`src/rtl/riscv_regfile_dbg_axil.sv`:
```
// -----------------------------------------------------------------------------
// riscv_regfile_dbg_axil
//
// AXI4-Lite slave that gives an external debug master read/write access to
// x0-x31 of the core register file. Only one transaction is in flight at a
// time. This block drives the register-file ports; core control muxes those
// ports onto the register file only while the core is halted.
//
// Handshake rule (all five AXI channels): a transfer happens on the rising
// clock edge where valid and ready are both 1. Once this slave raises
// s_bvalid or s_rvalid, it holds that valid and its response fields stable
// until the matching ready is seen.
//
// Ports
//   clk, rst              clock, asynchronous active-high reset
//   s_aw*/s_w*/s_b*       AXI-Lite write address / data / response channels
//   s_ar*/s_r*            AXI-Lite read address / data channels
//   core_halted           core is stopped; sampled only while executing
//   rf_raddr, rf_rdata    register-file read port (rf_rdata is combinational)
//   rf_waddr, rf_wdata,   register-file write port; rf_we is a one-cycle
//   rf_we                 pulse
//
// Address map: bits [6:2] select the register. Any set bit in
// [ADDR_WIDTH-1:7] gives DECERR. When REQUIRE_HALT is set, an access made
// while the core is running gives SLVERR and has no side effect.
//
// The FSM state is held in the named enum signal state_q.
// -----------------------------------------------------------------------------
module riscv_regfile_dbg_axil #(
  parameter int ADDR_WIDTH   = 12,
  parameter bit REQUIRE_HALT = 1'b1
) (
  input  logic                  clk,
  input  logic                  rst,
  input  logic [ADDR_WIDTH-1:0] s_awaddr,
  input  logic                  s_awvalid,
  output logic                  s_awready,
  input  logic [31:0]           s_wdata,
  input  logic [3:0]            s_wstrb,
  input  logic                  s_wvalid,
  output logic                  s_wready,
  output logic [1:0]            s_bresp,
  output logic                  s_bvalid,
  input  logic                  s_bready,
  input  logic [ADDR_WIDTH-1:0] s_araddr,
  input  logic                  s_arvalid,
  output logic                  s_arready,
  output logic [31:0]           s_rdata,
  output logic [1:0]            s_rresp,
  output logic                  s_rvalid,
  input  logic                  s_rready,
  input  logic                  core_halted,
  output logic [4:0]            rf_raddr,
  input  logic [31:0]           rf_rdata,
  output logic [4:0]            rf_waddr,
  output logic [31:0]           rf_wdata,
  output logic                  rf_we
);

  localparam logic [1:0] RESP_OKAY   = 2'b00;
  localparam logic [1:0] RESP_SLVERR = 2'b10;
  localparam logic [1:0] RESP_DECERR = 2'b11;

  typedef enum logic [2:0] {
    S_IDLE  = 3'd0,
    S_WCAP  = 3'd1,
    S_WEXEC = 3'd2,
    S_WRESP = 3'd3,
    S_REXEC = 3'd4,
    S_RRESP = 3'd5
  } state_t;

  state_t state_q, state_d;

  // Captured request. Only the register index and the "upper bits nonzero"
  // flag matter, so the full address is not stored.
  logic        aw_got_q, w_got_q;
  logic [4:0]  widx_q, ridx_q;
  logic        waddr_err_q, raddr_err_q;
  logic [31:0] wdata_q;
  logic [3:0]  wstrb_q;

  logic [1:0]  bresp_q, rresp_q;
  logic [31:0] rdata_q;

  // Byte-offset bits are ignored by design.
  logic unused_addr_lsbs;
  assign unused_addr_lsbs = ^{s_awaddr[1:0], s_araddr[1:0]};

  // ---------------------------------------------------------------------------
  // Ready generation. Readies are forced low while reset is asserted.
  // ---------------------------------------------------------------------------
  logic capture_phase;
  logic aw_hs, w_hs, ar_hs;
  logic aw_have, w_have;

  assign capture_phase = (state_q == S_IDLE) || (state_q == S_WCAP);

  assign s_awready = !rst && capture_phase && !aw_got_q;
  assign s_wready  = !rst && capture_phase && !w_got_q;
  // A read is accepted only when no write is captured or being offered, so
  // writes win simultaneous arrivals.
  assign s_arready = !rst && (state_q == S_IDLE) && !aw_got_q && !w_got_q &&
                     !s_awvalid && !s_wvalid;

  assign aw_hs = s_awvalid && s_awready;
  assign w_hs  = s_wvalid  && s_wready;
  assign ar_hs = s_arvalid && s_arready;

  assign aw_have = aw_got_q || aw_hs;
  assign w_have  = w_got_q  || w_hs;

  // ---------------------------------------------------------------------------
  // Execute-cycle decode, shared by reads and writes.
  // ---------------------------------------------------------------------------
  logic        exec_is_read;
  logic [4:0]  exec_idx;
  logic        exec_addr_err;
  logic        exec_halt_err;
  logic [1:0]  exec_resp;
  logic [31:0] merged_wdata;

  assign exec_is_read  = (state_q == S_REXEC);
  assign exec_idx      = exec_is_read ? ridx_q : widx_q;
  assign exec_addr_err = exec_is_read ? raddr_err_q : waddr_err_q;
  assign exec_halt_err = REQUIRE_HALT && !core_halted;

  always_comb begin
    exec_resp = RESP_OKAY;
    if (exec_addr_err) begin
      exec_resp = RESP_DECERR;
    end else if (exec_halt_err) begin
      exec_resp = RESP_SLVERR;
    end
  end

  // Read-modify-write: unstrobed bytes keep the current register value.
  always_comb begin
    merged_wdata = '0;
    for (int i = 0; i < 4; i++) begin
      merged_wdata[8*i +: 8] = wstrb_q[i] ? wdata_q[8*i +: 8] : rf_rdata[8*i +: 8];
    end
  end

  // ---------------------------------------------------------------------------
  // FSM: state register.
  // ---------------------------------------------------------------------------
  always_ff @(posedge clk or posedge rst) begin
    if (rst) begin
      state_q <= S_IDLE;
    end else begin
      state_q <= state_d;
    end
  end

  // FSM: next state.
  always_comb begin
    state_d = state_q;
    case (state_q)
      S_IDLE: begin
        if (aw_hs && w_hs) begin
          state_d = S_WEXEC;
        end else if (aw_hs || w_hs) begin
          state_d = S_WCAP;
        end else if (ar_hs) begin
          state_d = S_REXEC;
        end
      end
      S_WCAP: begin
        if (aw_have && w_have) begin
          state_d = S_WEXEC;
        end
      end
      S_WEXEC: state_d = S_WRESP;
      S_WRESP: begin
        if (s_bready) begin
          state_d = S_IDLE;
        end
      end
      S_REXEC: state_d = S_RRESP;
      S_RRESP: begin
        if (s_rready) begin
          state_d = S_IDLE;
        end
      end
      default: state_d = S_IDLE;
    endcase
  end

  // FSM: register-file port outputs (all zero outside the execute cycles).
  always_comb begin
    rf_raddr = '0;
    rf_waddr = '0;
    rf_wdata = '0;
    rf_we    = 1'b0;
    case (state_q)
      S_WEXEC: begin
        rf_raddr = exec_idx;
        rf_waddr = exec_idx;
        rf_wdata = merged_wdata;
        // x0 is hardwired, so a write to index 0 is acknowledged but dropped.
        rf_we    = (exec_resp == RESP_OKAY) && (wstrb_q != 4'b0000) &&
                   (exec_idx != 5'd0);
      end
      S_REXEC: begin
        rf_raddr = exec_idx;
      end
      default: ;
    endcase
  end

  assign s_bvalid = (state_q == S_WRESP);
  assign s_rvalid = (state_q == S_RRESP);
  assign s_bresp  = bresp_q;
  assign s_rresp  = rresp_q;
  assign s_rdata  = rdata_q;

  // ---------------------------------------------------------------------------
  // Capture and response registers.
  // ---------------------------------------------------------------------------
  always_ff @(posedge clk or posedge rst) begin
    if (rst) begin
      aw_got_q    <= 1'b0;
      w_got_q     <= 1'b0;
      widx_q      <= '0;
      ridx_q      <= '0;
      waddr_err_q <= 1'b0;
      raddr_err_q <= 1'b0;
      wdata_q     <= '0;
      wstrb_q     <= '0;
      bresp_q     <= RESP_OKAY;
      rresp_q     <= RESP_OKAY;
      rdata_q     <= '0;
    end else begin
      if (aw_hs) begin
        aw_got_q    <= 1'b1;
        widx_q      <= s_awaddr[6:2];
        waddr_err_q <= |s_awaddr[ADDR_WIDTH-1:7];
      end
      if (w_hs) begin
        w_got_q <= 1'b1;
        wdata_q <= s_wdata;
        wstrb_q <= s_wstrb;
      end
      if (ar_hs) begin
        ridx_q      <= s_araddr[6:2];
        raddr_err_q <= |s_araddr[ADDR_WIDTH-1:7];
      end
      if (state_q == S_WEXEC) begin
        aw_got_q <= 1'b0;
        w_got_q  <= 1'b0;
        bresp_q  <= exec_resp;
      end
      if (state_q == S_REXEC) begin
        rresp_q <= exec_resp;
        rdata_q <= (exec_resp == RESP_OKAY) ? rf_rdata : 32'd0;
      end
    end
  end

endmodule

```
`config.mk`:
```
export PLATFORM = sky130hd
export DESIGN_NAME = riscv_regfile_dbg_axil
export DESIGN_NICKNAME = d
export VERILOG_FILES = /design/src/rtl/riscv_regfile_dbg_axil.sv
export SDC_FILE = /design/constraint.sdc
export NUM_CORES = 1
export LEC_CHECK = 0
export BUFFER_PORTS_ARGS = -buffer_cell sky130_fd_sc_hd__buf_4
export CELL_PAD_IN_SITES_DETAIL_PLACEMENT = 2
export CELL_PAD_IN_SITES_GLOBAL_PLACEMENT = 2
export CORE_MARGIN = 2
export CORE_UTILIZATION = 29
export DETAILED_ROUTE_END_ITERATION = 8
export GPL_ROUTABILITY_DRIVEN = 0
export PLACE_DENSITY = 0.86
export SLEW_MARGIN = 25
export SYNTH_ARGS = -nofsm -noshare
export SYNTH_HDL_FRONTEND = slang
export SYNTH_SLANG_ARGS = --single-unit
```
`constraint.sdc`:
```
create_clock -name clk -period 4.4 [get_ports clk]
set_input_delay 1.1 -clock clk [delete_from_list [all_inputs] [get_ports clk]]
set_output_delay 1.1 -clock clk [all_outputs]
set_load 0.01 [all_outputs]
```
==> results.toml, run 1 <==
[synth]
synth_top_area_share_pct = 53.8
syn-instance-count = 336
avgSynthCellArea_sq_um = 12.3
synth-compound-area-share_pct = 11.2
ys_async_sr_fraction_pct = 100
synth_top_family_by_area = "multiplexers"
synth_edf_count = 0
ys_warn_count = 0
yosysTopAreaCell = "dfrtp_1"
synth-simple-area-share_pct = 10.1
synth_xor_xnor_area_share_pct = 0
synth.area.mux_share_pct = 20.5
synth.area.top_cells = "dfrtp_1 (54%), mux2_2 (12%), mux2i_1 (7.7%), a22o_1 (6.8%), nor2_1 (3.7%)"
syn_area_sq_um = 4140
seq_area_frac_synth_pct = 53.8
syn-num-nets = 438
synthFlopType = "dfrtp_1"
synth_seq_cells = 89
synth_fa_ha_area_share_pct = 0.605
synth_cell_type_count = 39

[power]
internal-power_w = 0.00227
powerDensity_nw_per_um2 = 555
clockPowerShare_pct = 25.0
seqPwrFrac_pct = 45.1
p_sw_share_pct = 31.0
p_leak_nw = 2.97
pwr-share-comb_pct = 29.9
switchingPower_w = 0.00102
peakVddDrop_mv = 0.196

[layout]
n_antenna_cell = 0
syn_to_final_growth_pct = 43.0
stdcell_area_sq_um = 5910
drive_above_1_share_pct = 48.5
nets = 607

[setup_path]
worst_setup_path_start_kind = "flip-flop"
reg2reg_depth = 5
rr_endpoint = "s_rdata[30]$_DFFE_PP0P_"
critical_path_arrival_ns = 2.49
slowest_delay_ns = 0.90
slowest_stage = "or3b_2"
cp_max_fo = 34
crit_path_cell_trace = "or3b_2, nor2_1, buf_4"
cp.depth = 3
crit_type = "flip-flop to output pin"
r2r_slack_ns = 1.55
critPathTopFamily = "simple AND/OR/NAND/NOR gates"
startpoint = "state_q[1]$_DFFE_PP0P_"
cp-end-kind = "output pin"
timing.rr.start = "state_q[2]$_DFFE_PP0P_"
crit_buf_inv = 1
worst_ep_required_time_ns = 3.30
cp-endpoint = "rf_wdata[18]"

[timing]
rsz0062_at_grt = "no"
finalSetupTns_ns = 0
relSlewSlack_pct = 33.6
finalCriticalPeriod_ns = 3.59
period_share_pct = 81.6
worst_pin_slew_ns = 0.994
fmax_mhz = 278
final_hold_viol_count = 0
setup_viol = 0
skew_ns = 0.00715
hold_ws_ns = 0.493
finalMaxSlewViolations = 0

[global_route]
grt_usage_pct = 19.4
grt_pass1_vias = 3932
grt_pass1_wl_um = 21900
grt.overflow.total = 0
grt_max_degree = 82
antenna_found_initial = 0

[clock_network]
hold_buffers = 0
cts_setup_buffers = 0
cts_num_sinks = 89
cts_tree = "yes"
clk_pin_slew_ns = 0.06
cts_resized = 0
h-tree-depth = 3
cts_buffers = 9
clockRootBuffer = "clkbuf_16"
clk_latency_ns = 0.35
clockBufferDepth = 2

[placed_design]
place_area_sq_um = 5600
hpwl_um = 10400
numPortBuffers = 179

[die]
design.core.area_sq_um = 13900
num_rows = 43
die_h_um = 123
start_util_pct = 29.8
ios = 184
die_area_sq_um = 15200
die_w_um = 123

[drt]
vias = 3463
ant_nets = 0
routed_wl_um = 14500
drt_iter0_drc = 107
drc_errors = 0
viasPerCell = 5.03
wl_per_cell_um = 21.0
drt-pass1-iter-count = 4

[worst_hold_path]
min_path_type = "flip-flop to flip-flop"

[status]
status = "complete, no violations"

[run]
max_cap_violations = 0
==> cell usage in the layout (no fill, tap or decap), types with 3 or more instances in the layout <==
cell       instances
a21o_1             6
nand2b_1           3
dfrtp_1           89
nand2_1            9
clkbuf_16          9
mux2_1             4
buf_4            183
and2_1             6
a31oi_1            3
a21oi_1            6
o21ai_0            5
a22o_1            32
nor2_1            41
nor3_1             3
mux2i_1           32
mux2_2            43
==> worst min path at each step <==
stage	startpoint	depth (start not counted)	endpoint	slack [ns]
after floorplan	wdata_q[3]$_DFFE_PP0P_	1	wdata_q[3]$_DFFE_PP0P_	0.46
after global placement	s_rresp[0]$_DFFE_PP0P_	2	s_rresp[0]$_DFFE_PP0P_	0.46
after detailed placement	wdata_q[26]$_DFFE_PP0P_	1	wdata_q[26]$_DFFE_PP0P_	0.49
after CTS	wdata_q[26]$_DFFE_PP0P_	1	wdata_q[26]$_DFFE_PP0P_	0.50
after global routing	wdata_q[26]$_DFFE_PP0P_	1	wdata_q[26]$_DFFE_PP0P_	0.52
final	wdata_q[26]$_DFFE_PP0P_	1	wdata_q[26]$_DFFE_PP0P_	0.49
==> layout make-up <==
type | count | area (sq um)
tap | 180 | 225
clock buffer | 10 | 229
timing repair buffer | 183 | 1370
inverter | 3 | 16.3
fill | 1476 | 7970
clock inverter | 5 | 81.3
multi-input combinational | 219 | 1760
sequential | 89 | 2230
==> metal layers <==
layer	track usage [%]	vias to the layer above	share of wire, %
met4	8.31	0	2.6
met2	34.0	129	51
li1	-	1548	-
met5	0	-	0
met1	21.6	1760	39
met3	5.86	26	7.0
==> per-stage QoR <==
step           instances  worst slack [ns]  util [%]  power [W]
2_1_floorplan        336             0.757         -    0.00197
3_3_place_gp         674              1.30      40.3    0.00239
3_5_place_dp         674              1.23      40.3    0.00248
4_1_cts              689             0.788      42.6    0.00333
5_1_grt              689             0.652      42.6    0.00348
6_report             689             0.809      42.6    0.00328
==> power by group through the flow <==
stage | registers (W) | clock network [W] | logic, W
floorplan | 0.00140 | 0 | 0.000574
global placement | 0.00146 | 0 | 0.000929
detailed placement | 0.00149 | 0 | 0.000989
CTS | 0.00149 | 0.000847 | 0.00100
global route | 0.00153 | 0.000880 | 0.00106
finish | 0.00148 | 0.000822 | 0.000981
==> cells by family (layout without fill, tap and decap cells) <==
kind of cell / Yosys count / in the layout
buf+inv: 28 / 201
mux: 79 / 79
compound gates: 60 / 60
fa+ha+maj: 2 / 2
flops: 89 / 89
simple gates: 78 / 78
==> synth_stat cells, types with 2 or more instances <==
master / instances
dfrtp_1: 89
mux2_2: 43
nor2_1: 41
a22o_1: 32
mux2i_1: 32
clkbuf_1: 11
nand2_1: 10
a21o_1: 6
a21oi_1: 6
and2_1: 6
buf_6: 5
o21ai_0: 5
buf_1: 4
buf_2: 4
mux2_1: 4
a31oi_1: 3
inv_1: 3
nand2b_1: 3
nor3_1: 3
ha_1: 2
nand4b_1: 2
nor3b_1: 2
nor4_4: 2
o31ai_1: 2
or4_1: 2
==> registers in the layout (all words and copies together) (netlist names), 2 cells and up <==
signal,flops
s_rresp,2
wdata_q,32
widx_q,5
wstrb_q,4
state_q,3
ridx_q,5
s_bresp,2
s_rdata,32
Power figures use the tool's default switching activity.
==> run 2: changes to the inputs <==
CORE_UTILIZATION = 26   (was 29)
PLACE_DENSITY = 0.82   (was 0.86)
clock period = 2.9 ns   (was 4.4 ns; I/O delays follow)
==> run 2 against run 1 <==
  * Clock skew increased by 0.0039 ns
  * Register-to-register slack got worse by 0.86 ns
  * Critical path depth unchanged
  * Count of clock-buffer cells in the layout increased by 2
  * Global-route usage decreased by 2.6 points
  * First-iteration DRC count decreased by 21%
  * Wire length decreased by 2.7%
  * Cell count increased by 7.0%
  * Sequential share of layout area decreased by 0.65 points
  * Largest power group unchanged
==> results.toml, run 2 (synthesized netlist as in run 1, its figures left out) <==
[status]
status = "complete, no violations"

[die]
die_w_um = 130
design.core.area_sq_um = 15700
start_util_pct = 26.3
die_h_um = 130
die_area_sq_um = 16900
ios = 184
num_rows = 46

[clock_network]
cts_tree = "yes"
hold_buffers = 0
h-tree-depth = 3
cts_setup_buffers = 0
cts_resized = 0
clk_latency_ns = 0.34
clk_pin_slew_ns = 0.07
cts_buffers = 9
cts_num_sinks = 89
clockBufferDepth = 2
clockRootBuffer = "clkbuf_16"

[run]
max_cap_violations = 0

[setup_path]
reg2reg_depth = 7
worst_setup_path_start_kind = "flip-flop"
cp_max_fo = 34
crit_type = "flip-flop to output pin"
critical_path_arrival_ns = 2.04
cp-end-kind = "output pin"
worst_ep_required_time_ns = 2.17

[timing]
finalCriticalPeriod_ns = 2.76
final_hold_viol_count = 0
worst_pin_slew_ns = 0.932
finalSetupTns_ns = 0
relSlewSlack_pct = 37.8
fmax_mhz = 362
setup_viol = 0
period_share_pct = 95.2
finalMaxSlewViolations = 0
skew_ns = 0.0110
rsz0062_at_grt = "no"
hold_ws_ns = 0.495

[drt]
drt-pass1-iter-count = 4
viasPerCell = 4.71
drc_errors = 0
wl_per_cell_um = 19.1
vias = 3468
drt_iter0_drc = 84
routed_wl_um = 14100
ant_nets = 0

[power]
peakVddDrop_mv = 0.311
powerDensity_nw_per_um2 = 803
power_w = 0.00483
p_leak_nw = 3.00

[layout]
final_cell_mix = "buf_4 (193), dfrtp_1 (89), mux2_2 (43)"
n_antenna_cell = 0
final_common_cell = "buf_4"
nets = 618
syn_to_final_growth_pct = 45.5
drive_above_1_share_pct = 49.5
n_fill_cell = 1671

[global_route]
grt.overflow.total = 0
grt_pass1_wl_um = 21900
grt_usage_pct = 16.8
grt_pass1_vias = 4019
antenna_found_initial = 0
grt_max_degree = 48

[worst_hold_path]
min_path_type = "input pin to async pin"

[placed_design]
hpwl_um = 10400
numPortBuffers = 179
-- run 2: cell types whose count changed in the layout (fill, tap and decap cells not counted), sizes merged --
cell      previous run  this run
buf                183       194
bufinv               2         0
clkbuf              10        12
clkinvlp             1         3
inv                  3         2
-- run 2: worst max-delay path, stage by stage (launching register included) --
cell	delay, ns
dfrtp_1	0.39
or3b_2	0.85
nor2_1	0.28
buf_4	0.16
-- run 2: where the power goes --
part / switching [W] / internal (W)
clock: 0.000495 / 0.000606
sequential: 0.000385 / 0.00178
combinational: 0.000633 / 0.000937
total: 0.00151 / 0.00332
-- run 2: path summary, 6_finish.rpt --
| path | from | end | slack (ns) |
|---|---|---|---|
| max | state_q[0]$_DFFE_PP0P_ | rf_wdata[19] | 0.14 |
| min | rst | w_got_q$_DFFE_PP0P_ | 0.50 |
| max reg2reg | state_q[1]$_DFFE_PP0P_ | state_q[1]$_DFFE_PP0P_ | 0.69 |
| min reg2reg | s_rresp[0]$_DFFE_PP0P_ | s_rresp[0]$_DFFE_PP0P_ | 0.50 |
| max in group asynchronous | rst | wdata_q[13]$_DFFE_PP0P_ | 1.74 |
| min in group clk | s_rresp[0]$_DFFE_PP0P_ | s_rresp[0]$_DFFE_PP0P_ | 0.50 |
-- run 2: metal layers --
layer  vias up  GRT usage, %  wire length, um
met5         -             0                0
met4         0          4.74              126
met3         8          4.55              965
met2       112          30.4             7390
met1      1778          19.4             5610
li1       1570             -                -
-- run 2: layout make-up --
cell class	instances	area [sq um]	area share (%)
Timing Repair Buffer	194	1470	24.4
Tap cell	216	270	4.49
Clock buffer	12	246	4.10
Multi-Input combinational cell	219	1760	29.3
Inverter	3	15.0	0.250
Clock inverter	4	28.8	0.478
Sequential cell	89	2230	37.0
-- run 2: metrics by stage --
stage / setup WS, ns / instances / cell area, sq um / utilization [%]
6_report: 0.140 / 737 / 6020 / 38.3
4_1_cts: 0.0694 / 737 / 6020 / 38.3
3_5_place_dp: 0.450 / 721 / 5740 / 36.5
2_1_floorplan: 0.266 / 336 / 4140 / -
5_1_grt: 0.0487 / 737 / 6020 / 38.3
3_3_place_gp: 0.544 / 721 / 5740 / 36.5
